===== src/rtl/i2c_init_sequencer_if.sv =====
// i2c_init_sequencer_if: request/transfer bundle between the init sequencer
// (master modport) and the I2C byte master it drives (slave modport).
interface i2c_init_sequencer_if;
  logic       i2c_request;
  logic       i2c_wr;
  logic [7:0] i2c_length;
  logic [6:0] i2c_address;
  logic [7:0] i2c_sub_address;
  logic [7:0] i2c_tx;
  logic       i2c_busy;
  logic       i2c_de;
  logic [7:0] i2c_rx;

  modport master (
    output i2c_request, i2c_wr, i2c_length, i2c_address, i2c_sub_address, i2c_tx,
    input  i2c_busy, i2c_de, i2c_rx
  );

  modport slave (
    input  i2c_request, i2c_wr, i2c_length, i2c_address, i2c_sub_address, i2c_tx,
    output i2c_busy, i2c_de, i2c_rx
  );
endinterface


===== src/rtl/i2c_init_sequencer.sv =====
// i2c_init_sequencer: walks a table of single-byte I2C register writes after
// power-up, with programmable delay entries (device address 7'h7F).
// Optional readback check of every write is built when I2C_SEQ_VERIFY_EN is defined.
module i2c_init_sequencer #(
  parameter int unsigned TABLE_DEPTH = 64,
  parameter int unsigned TIMEOUT     = 4096,
  parameter int unsigned DELAY_UNIT  = 50000
) (
  input  logic                           clk_50,
  input  logic                           reset,
  input  logic                           start,
  output logic [$clog2(TABLE_DEPTH)-1:0] tbl_index,
  input  logic [23:0]                    tbl_entry,
  i2c_init_sequencer_if.master           bus,
  output logic                           running,
  output logic                           done,
  output logic                           error,
  output logic [$clog2(TABLE_DEPTH)-1:0] err_index
);
  localparam int unsigned IW = $clog2(TABLE_DEPTH);
  localparam int unsigned TW = $clog2(TIMEOUT + 1);
  localparam int unsigned DW = $clog2(255 * DELAY_UNIT + 1);

  typedef enum logic [3:0] {
    S_IDLE, S_FETCH, S_REQ, S_XFER, S_DELAY, S_NEXT, S_DONE, S_ERROR
`ifdef I2C_SEQ_VERIFY_EN
    , S_VERIFY
`endif
  } state_t;

  state_t         state, state_d;
  logic [IW-1:0]  index_d, err_index_d;
  logic           running_d, done_d, error_d;
  logic           request, request_d, wr, wr_d;
  logic [7:0]     length, length_d;
  logic [6:0]     address, address_d;
  logic [7:0]     sub_address, sub_address_d, tx, tx_d;
  logic [TW-1:0]  tmo_cnt, tmo_cnt_d;
  logic [DW-1:0]  dly_cnt, dly_cnt_d;
  logic           busy_r;
`ifdef I2C_SEQ_VERIFY_EN
  logic           de_r, de_prev, rd_phase, rd_phase_d, rx_valid, rx_valid_d;
  logic [7:0]     rx_cap, rx_cap_d;
`else
  logic           unused_rx;
  assign unused_rx = ^{bus.i2c_rx, bus.i2c_de};
`endif

  assign bus.i2c_request     = request;
  assign bus.i2c_wr          = wr;
  assign bus.i2c_length      = length;
  assign bus.i2c_address     = address;
  assign bus.i2c_sub_address = sub_address;
  assign bus.i2c_tx          = tx;

  // State, datapath and output registers; master status is registered once before use.
  always_ff @(posedge clk_50) begin
    if (reset) begin
      state       <= S_IDLE;
      tbl_index   <= '0;
      err_index   <= '0;
      running     <= 1'b0;
      done        <= 1'b0;
      error       <= 1'b0;
      request     <= 1'b0;
      wr          <= 1'b0;
      length      <= '0;
      address     <= '0;
      sub_address <= '0;
      tx          <= '0;
      tmo_cnt     <= '0;
      dly_cnt     <= '0;
      busy_r      <= 1'b0;
`ifdef I2C_SEQ_VERIFY_EN
      de_r        <= 1'b0;
      de_prev     <= 1'b0;
      rd_phase    <= 1'b0;
      rx_valid    <= 1'b0;
      rx_cap      <= '0;
`endif
    end else begin
      state       <= state_d;
      tbl_index   <= index_d;
      err_index   <= err_index_d;
      running     <= running_d;
      done        <= done_d;
      error       <= error_d;
      request     <= request_d;
      wr          <= wr_d;
      length      <= length_d;
      address     <= address_d;
      sub_address <= sub_address_d;
      tx          <= tx_d;
      tmo_cnt     <= tmo_cnt_d;
      dly_cnt     <= dly_cnt_d;
      busy_r      <= bus.i2c_busy;
`ifdef I2C_SEQ_VERIFY_EN
      de_r        <= bus.i2c_de;
      de_prev     <= de_r;
      rd_phase    <= rd_phase_d;
      rx_valid    <= rx_valid_d;
      rx_cap      <= rx_cap_d;
`endif
    end
  end

  // Next-state and next-output decode; request is only held while waiting in REQ.
  always_comb begin
    state_d       = state;
    index_d       = tbl_index;
    err_index_d   = err_index;
    running_d     = running;
    done_d        = done;
    error_d       = error;
    request_d     = 1'b0;
    wr_d          = wr;
    length_d      = length;
    address_d     = address;
    sub_address_d = sub_address;
    tx_d          = tx;
    tmo_cnt_d     = tmo_cnt;
    dly_cnt_d     = dly_cnt;
`ifdef I2C_SEQ_VERIFY_EN
    rd_phase_d    = rd_phase;
    rx_valid_d    = rx_valid;
    rx_cap_d      = rx_cap;
    if (de_r && !de_prev && rd_phase) begin
      rx_cap_d   = bus.i2c_rx;
      rx_valid_d = 1'b1;
    end
`endif
    case (state)
      S_IDLE, S_DONE, S_ERROR: begin
        if (start) begin
          state_d     = S_FETCH;
          index_d     = '0;
          done_d      = 1'b0;
          error_d     = 1'b0;
          err_index_d = '0;
          running_d   = 1'b1;
        end
      end
      S_FETCH: begin
        if (tbl_entry[23]) begin
          state_d   = S_DONE;
          done_d    = 1'b1;
          running_d = 1'b0;
        end else if (tbl_entry[22:16] == 7'h7F) begin
          dly_cnt_d = DW'(tbl_entry[7:0]) * DW'(DELAY_UNIT);
          state_d   = S_DELAY;
        end else begin
          address_d     = tbl_entry[22:16];
          sub_address_d = tbl_entry[15:8];
          tx_d          = tbl_entry[7:0];
          wr_d          = 1'b1;
          length_d      = 8'd1;
          request_d     = 1'b1;
          tmo_cnt_d     = '0;
          state_d       = S_REQ;
`ifdef I2C_SEQ_VERIFY_EN
          rd_phase_d    = 1'b0;
`endif
        end
      end
      S_REQ: begin
        if (busy_r) begin
          state_d = S_XFER;
        end else if (tmo_cnt == TW'(TIMEOUT - 1)) begin
          state_d     = S_ERROR;
          error_d     = 1'b1;
          running_d   = 1'b0;
          err_index_d = tbl_index;
        end else begin
          request_d = 1'b1;
          tmo_cnt_d = tmo_cnt + TW'(1);
        end
      end
      S_XFER: begin
        if (!busy_r) begin
`ifdef I2C_SEQ_VERIFY_EN
          if (!rd_phase) begin
            state_d = S_VERIFY;
          end else if (rx_valid && (rx_cap == tx)) begin
            state_d = S_NEXT;
          end else begin
            state_d     = S_ERROR;
            error_d     = 1'b1;
            running_d   = 1'b0;
            err_index_d = tbl_index;
          end
`else
          state_d = S_NEXT;
`endif
        end
      end
`ifdef I2C_SEQ_VERIFY_EN
      S_VERIFY: begin
        wr_d       = 1'b0;
        length_d   = 8'd1;
        request_d  = 1'b1;
        tmo_cnt_d  = '0;
        rd_phase_d = 1'b1;
        rx_valid_d = 1'b0;
        state_d    = S_REQ;
      end
`endif
      S_DELAY: begin
        if (dly_cnt == '0) state_d = S_NEXT;
        else               dly_cnt_d = dly_cnt - DW'(1);
      end
      S_NEXT: begin
        if (tbl_index == IW'(TABLE_DEPTH - 1)) begin
          state_d   = S_DONE;
          done_d    = 1'b1;
          running_d = 1'b0;
        end else begin
          index_d = tbl_index + IW'(1);
          state_d = S_FETCH;
        end
      end
      default: state_d = S_IDLE;
    endcase
  end
endmodule


===== src/flat_wrapper.sv =====
// flat-port wrapper written by rule: the top's interface ports become plain ports
module i2c_init_sequencer_flat 
#(
  parameter int unsigned TABLE_DEPTH = 64,
  parameter int unsigned TIMEOUT     = 4096,
  parameter int unsigned DELAY_UNIT  = 50000
)
  (clk_50, reset, start, tbl_index, tbl_entry, running, done, error, err_index, bus_i2c_request, bus_i2c_wr, bus_i2c_length, bus_i2c_address, bus_i2c_sub_address, bus_i2c_tx, bus_i2c_busy, bus_i2c_de, bus_i2c_rx);
  i2c_init_sequencer_if bus_i ();
  input  logic clk_50;
  input  logic reset;
  input  logic start;
  output logic [$clog2(TABLE_DEPTH)-1:0] tbl_index;
  input  logic [23:0] tbl_entry;
  output logic running;
  output logic done;
  output logic error;
  output logic [$clog2(TABLE_DEPTH)-1:0] err_index;
  output wire logic [$bits(bus_i.i2c_request)-1:0] bus_i2c_request;
  output wire logic [$bits(bus_i.i2c_wr)-1:0] bus_i2c_wr;
  output wire logic [$bits(bus_i.i2c_length)-1:0] bus_i2c_length;
  output wire logic [$bits(bus_i.i2c_address)-1:0] bus_i2c_address;
  output wire logic [$bits(bus_i.i2c_sub_address)-1:0] bus_i2c_sub_address;
  output wire logic [$bits(bus_i.i2c_tx)-1:0] bus_i2c_tx;
  input wire logic [$bits(bus_i.i2c_busy)-1:0] bus_i2c_busy;
  input wire logic [$bits(bus_i.i2c_de)-1:0] bus_i2c_de;
  input wire logic [$bits(bus_i.i2c_rx)-1:0] bus_i2c_rx;
  assign bus_i2c_request = bus_i.i2c_request;
  assign bus_i2c_wr = bus_i.i2c_wr;
  assign bus_i2c_length = bus_i.i2c_length;
  assign bus_i2c_address = bus_i.i2c_address;
  assign bus_i2c_sub_address = bus_i.i2c_sub_address;
  assign bus_i2c_tx = bus_i.i2c_tx;
  assign bus_i.i2c_busy = bus_i2c_busy;
  assign bus_i.i2c_de = bus_i2c_de;
  assign bus_i.i2c_rx = bus_i2c_rx;
  i2c_init_sequencer #(.TABLE_DEPTH(TABLE_DEPTH), .TIMEOUT(TIMEOUT), .DELAY_UNIT(DELAY_UNIT)) u_core (.clk_50(clk_50), .reset(reset), .start(start), .tbl_index(tbl_index), .tbl_entry(tbl_entry), .bus(bus_i), .running(running), .done(done), .error(error), .err_index(err_index));
endmodule

===== config.mk =====
export PLATFORM = sky130hd
export DESIGN_NAME = i2c_init_sequencer_flat
export DESIGN_NICKNAME = d
export VERILOG_FILES = /design/src/rtl/i2c_init_sequencer_if.sv /design/src/rtl/i2c_init_sequencer.sv /design/src/flat_wrapper.sv
export SDC_FILE = /design/constraint.sdc
export NUM_CORES = 1
export LEC_CHECK = 0
export ABC_AREA = 1
export CAP_MARGIN = 40
export CORE_MARGIN = 1
export CORE_UTILIZATION = 37
export CTS_CLUSTER_SIZE = 14
export DETAILED_ROUTE_END_ITERATION = 8
export PLACE_DENSITY = 0.59
export SLEW_MARGIN = 40
export SYNTH_ARGS = -nofsm -noshare
export SYNTH_HDL_FRONTEND = slang
export SYNTH_SLANG_ARGS = --single-unit

===== constraint.sdc =====
create_clock -name clk_50 -period 3.4 [get_ports clk_50]
set_clock_uncertainty 0.1 [all_clocks]
set_input_delay 0.34 -clock clk_50 [delete_from_list [all_inputs] [get_ports clk_50]]
set_output_delay 0.34 -clock clk_50 [all_outputs]
set_load 0.05 [all_outputs]

Word-level counts from Yosys, hierarchy flattened --
Index checks and enable logic that the tools add are counted.
Storage, ports and cells: register bits 82
Operators by class: add/subtract/negate cells 3, multiply operators 1, eq/ne operators 24, muxes and demuxes 42, bitwise logic cells 2, reduce and logical (&&, ||, !) cells 17
Operators by type and width (count):
- $mux W24 | 3
- $mux W13 | 4
- $pmux W24 S2 | 1
- $pmux W13 S2 | 1
- $logic_not A24 Y1 | 1
- $mux W4 | 6
- $mux W6 | 4
- $pmux W4 S6 | 1
- $pmux W6 S2 | 2
- $sub A24 B1 Y24 const B | 1
- $mul A8 B12 Y20 const B | 1
- $ne A2 B2 Y1 const B | 9
- $eq A4 B3 Y1 const B | 4
- $reduce_and A4 Y1 | 4
- $mux W1 | 14
- $add A13 B1 Y13 const B | 1
- $eq A13 B12 Y1 const B | 1
- $eq A4 B2 Y1 const B | 2
- $ne A2 B1 Y1 const B | 4
- $reduce_bool A2 Y1 | 4
- $eq A7 B7 Y1 const B | 1
- $add A6 B1 Y6 const B | 1
- $eq A6 B6 Y1 const B | 1
- $mux W3 | 2
- 13 further kinds | 16

Longest topological paths before layout --
depth after elaboration 4, mapped depth 18

Worst setup path before layout --
No wires, ideal clock.
path kind input-to-reg, start point input tbl_entry[2], end point register u_core.dly_cnt[15], library setup time 117 ps, arrival 3203 ps, data required time 3183 ps, setup slack -20 ps, stages 16, path through ha_1 > ha_1 > inv_1 > fa_1 > inv_1 > fa_1 > ha_1 > a21oi_1 > nand2_1 > nand2_1 > nand2_1 > or2_2 > nand3_1 > nand2_1 > nor2_1 > nor2_1
On the way: longest elaborated chain between the ends 4
RTL lines:
- from (decl) | line flat_wrapper.sv:14 | input logic [23:0] tbl_entry;
- $mul A8 B12 Y20 | line i2c_init_sequencer.sv:149 | dly_cnt_d = DW'(tbl_entry[7:0]) * DW'(DELAY_UNIT);
- $mux W24 | line i2c_init_sequencer.sv:148 | end else if (tbl_entry[22:16] == 7'h7F) begin
- $mux W24 | line i2c_init_sequencer.sv:144 | if (tbl_entry[23]) begin
- $pmux W24 S2 | line i2c_init_sequencer.sv:132 | case (state)
- to (signal assigned) | line i2c_init_sequencer.sv:95 | dly_cnt <= dly_cnt_d;
- to (decl) | line i2c_init_sequencer.sv:39 | logic [DW-1:0] dly_cnt, dly_cnt_d;
Every way passes these cells. The select of a mux whose other input is x is not followed. A chain may end at the register's enable or synchronous reset.

Final worst setup path --
start point input tbl_entry[1], end point register u_core.dly_cnt[16]
Same word-level chain as after synthesis.

==> reports/results.ini <==
[timing]
period_minus_slack_ns = 3.24
rsz0062_at_grt = no
hold_slack_ns = 0.352
max-slew-margin-rel_pct = 53.3
timing.final.crit_share_pct = 95.2
finalSetupTns_ns = 0
hold_violations = 0
worstMarginPinSlew_ns = 0.699
setup_slack_ns = 0.162
finalSetupViolCount = 0
drv_slew = 0
fmax_ghz = 0.309

[route]
drt-total-wl_mm = 15.5
wl_per_cell_um = 13.1
drt-initial-drc-count = 225
via_per_inst = 4.81
via_count = 5718
dr.pass1.iters = 4
drc = 0
ant_nets = 0

[setup_path]
required_ns = 3.54
cp-end-kind = flop
cp.arrival_ns = 3.37
worstSetupPathType = input port to flop
rr_worst_depth = 11
r2r_end = u_core.dly_cnt[22]
path_max_fanout = 5
r2r-start = u_core.dly_cnt[0]
start_kind = input port
r2r_setup_slack_ns = 1.21

[clock_tree]
clk_pin_slew_ns = 0.07
cts_sinks = 81
cts_buffers = 9
post_cts_buffers = 0
cts_max_level = 3
clk_latency_ns = 0.35
cts_tree = yes
clock-root-buffer = clkbuf_16
clockBufferDepth = 2

[floorplan]
start_util_pct = 38.2
die_w_um = 128
die-area_um2 = 16300
ios = 85
rows = 45
coreArea_um2 = 15300
die-height_um = 128

[global_route]
grt_pass1_vias = 5430
antenna_found_initial = 0
track_usage_pct = 19.7
gr-total-overflow = 0
grt_pass1_wl_mm = 26.0
grt_max_degree = 54

[finish]
final_common_cell = nand2_1
final_cell_mix = nand2_1 (205), nor2_1 (104), a21oi_1 (81), dfxtp_1 (81), inv_1 (76)
nets = 1078
num-fill-cells = 1537
syn2layout_area_growth_pct = 31.4
antenna_cells = 0
design_area_um2 = 7690
drive_gt1_share_pct = 15.2
post-route-util_pct = 50.2

[power]
vdd_ir_drop_max_v = 0.000358
p_leak_uw = 0.00332
cellPowerDensity_nw_per_um2 = 760

[yosys]
yosys_register_bits = 81
yosysSeqAreaShare_pct = 27.7
synth_ff_type = dfxtp_1
syn_area_per_cell_um2 = 6.78
synth_area_um2 = 5850
ys_types = 35
synth_edf_count = 0
syn_inst = 863
async_flop_share_pct = 0
synth_warnings = 0

[worst_hold_path]
hold_depth = 4
min_from = tbl_entry[6]
hold_end = u_core.bus.i2c_tx[6]
hold_path.class = input port to flop

[outcome]
status = complete, no violations

[place]
gp_congestion = 0.825
dp_hpwl_mm = 11.3
dp_slack_ns = -0.575
place_area_um2 = 7050
portBuffers = 68

[job]
cap_violations = 0

stage by stage:
stage               total power (uW)  instances
finish                          5840       1189
global route                    6360       1189
CTS                             5750       1189
detailed placement              4530       1173
global placement                4530       1173
floorplan                       3650        869
worst max-delay path by stage:
stage | slack [ns] | from | end
2_1_floorplan | 0.03 | tbl_entry[2] | u_core.dly_cnt[15]
3_3_place_gp | -0.52 | tbl_entry[4] | u_core.dly_cnt[14]
3_5_place_dp | -0.57 | tbl_entry[4] | u_core.dly_cnt[13]
4_1_cts | 0.02 | tbl_entry[3] | u_core.dly_cnt[15]
5_1_grt | 0.0004 | tbl_entry[1] | u_core.dly_cnt[18]
6_report | 0.16 | tbl_entry[1] | u_core.dly_cnt[16]
final cells by class:
class / count / area, um2 / share of cell area [%]
multi-input cells: 670 / 4050 / 52.6
flip-flops and latches: 81 / 1620 / 21.1
repair buffers: 126 / 1110 / 14.5
inverters: 85 / 319 / 4.15
well taps: 211 / 264 / 3.43
clock buffers: 9 / 225 / 2.93
clock inverters: 7 / 101 / 1.32
logic make-up after synthesis:
| group | after synthesis | share of synthesized area, % |
|---|---|---|
| other | 1 | 0.0641 |
| AO/OA/AOI/OAI | 141 | 12.5 |
| flip-flops | 81 | 27.7 |
| buffers and inverters | 118 | 9.01 |
| adder cells (fa/ha/maj) | 68 | 16.1 |
| XOR/XNOR | 16 | 2.40 |
| AND/OR/NAND/NOR | 438 | 32.2 |
metal layers:
metal	wire, um	global-route usage [%]	part of all wire [%]
met2	7050	32.1	45
met4	139	4.57	0.90
met5	0	0	0
met3	718	4.55	4.6
met1	7610	26.3	49
flip-flops by register name, indices dropped and copies added, names as in the netlist:
name,flops
u_core.running,1
u_core.done,1
u_core.tmo_cnt,13
u_core.dly_cnt,24
u_core.bus.i2c_address,7
u_core.state,3
u_core.err_index,6
u_core.bus.i2c_request,1
u_core.bus.i2c_tx,8
u_core.busy_r,1
u_core.bus.i2c_sub_address,8
u_core.tbl_index,6
u_core.error,1
u_core.bus.i2c_wr,1
repair_timing:
item	4_1_cts	5_1_grt
pin swaps	10	19
resized for setup	20	31
endpoints found under the setup margin	13	12
hold buffers	0	0
critical path, cell delays in order:
cell and delay [ns]:
clkdlybuf4s50_1 0.64, fa_1 0.47, ha_1 0.23, fa_1 0.58, ha_4 0.23, buf_4 0.14, nand3_1 0.09, nand3_2 0.10
nand2_1 0.08, nand2_1 0.05, or2_2 0.27, nand3_1 0.08, a21oi_1 0.07
report_power, final:
part	switching [uW]	total, uW	internal [uW]
clock network	431	1080	651
registers	176	1320	1140
logic	2110	3440	1330
total	2720	5840	3120
Yosys cell counts, types with 2 or more instances:
library cell / n / share of area, %
nor2_1: 105 / 6.7
nand3b_1: 5 / 0.64
nor3b_1: 2 / 0.26
nor2_2: 7 / 0.75
o21ai_0: 36 / 3.1
fa_1: 12 / 4.1
buf_2: 7 / 0.60
xnor2_1: 3 / 0.45
buf_4: 12 / 1.5
a21oi_1: 89 / 7.6
nand3_1: 76 / 6.5
a31oi_1: 2 / 0.21
o21ai_1: 6 / 0.51
xor2_1: 13 / 1.9
nor3_1: 11 / 0.94
inv_1: 78 / 5.0
or2_2: 5 / 0.53
dfxtp_1: 81 / 28
o21bai_1: 4 / 0.51
nor2_4: 3 / 0.58
nand2_1: 209 / 13
ha_1: 56 / 12
clkbuf_1: 10 / 0.64
inv_2: 7 / 0.45
nand2_2: 5 / 0.53
buf_6: 4 / 0.77
nand4_1: 7 / 0.75
No activity file was read; power rests on OpenSTA's default activity.
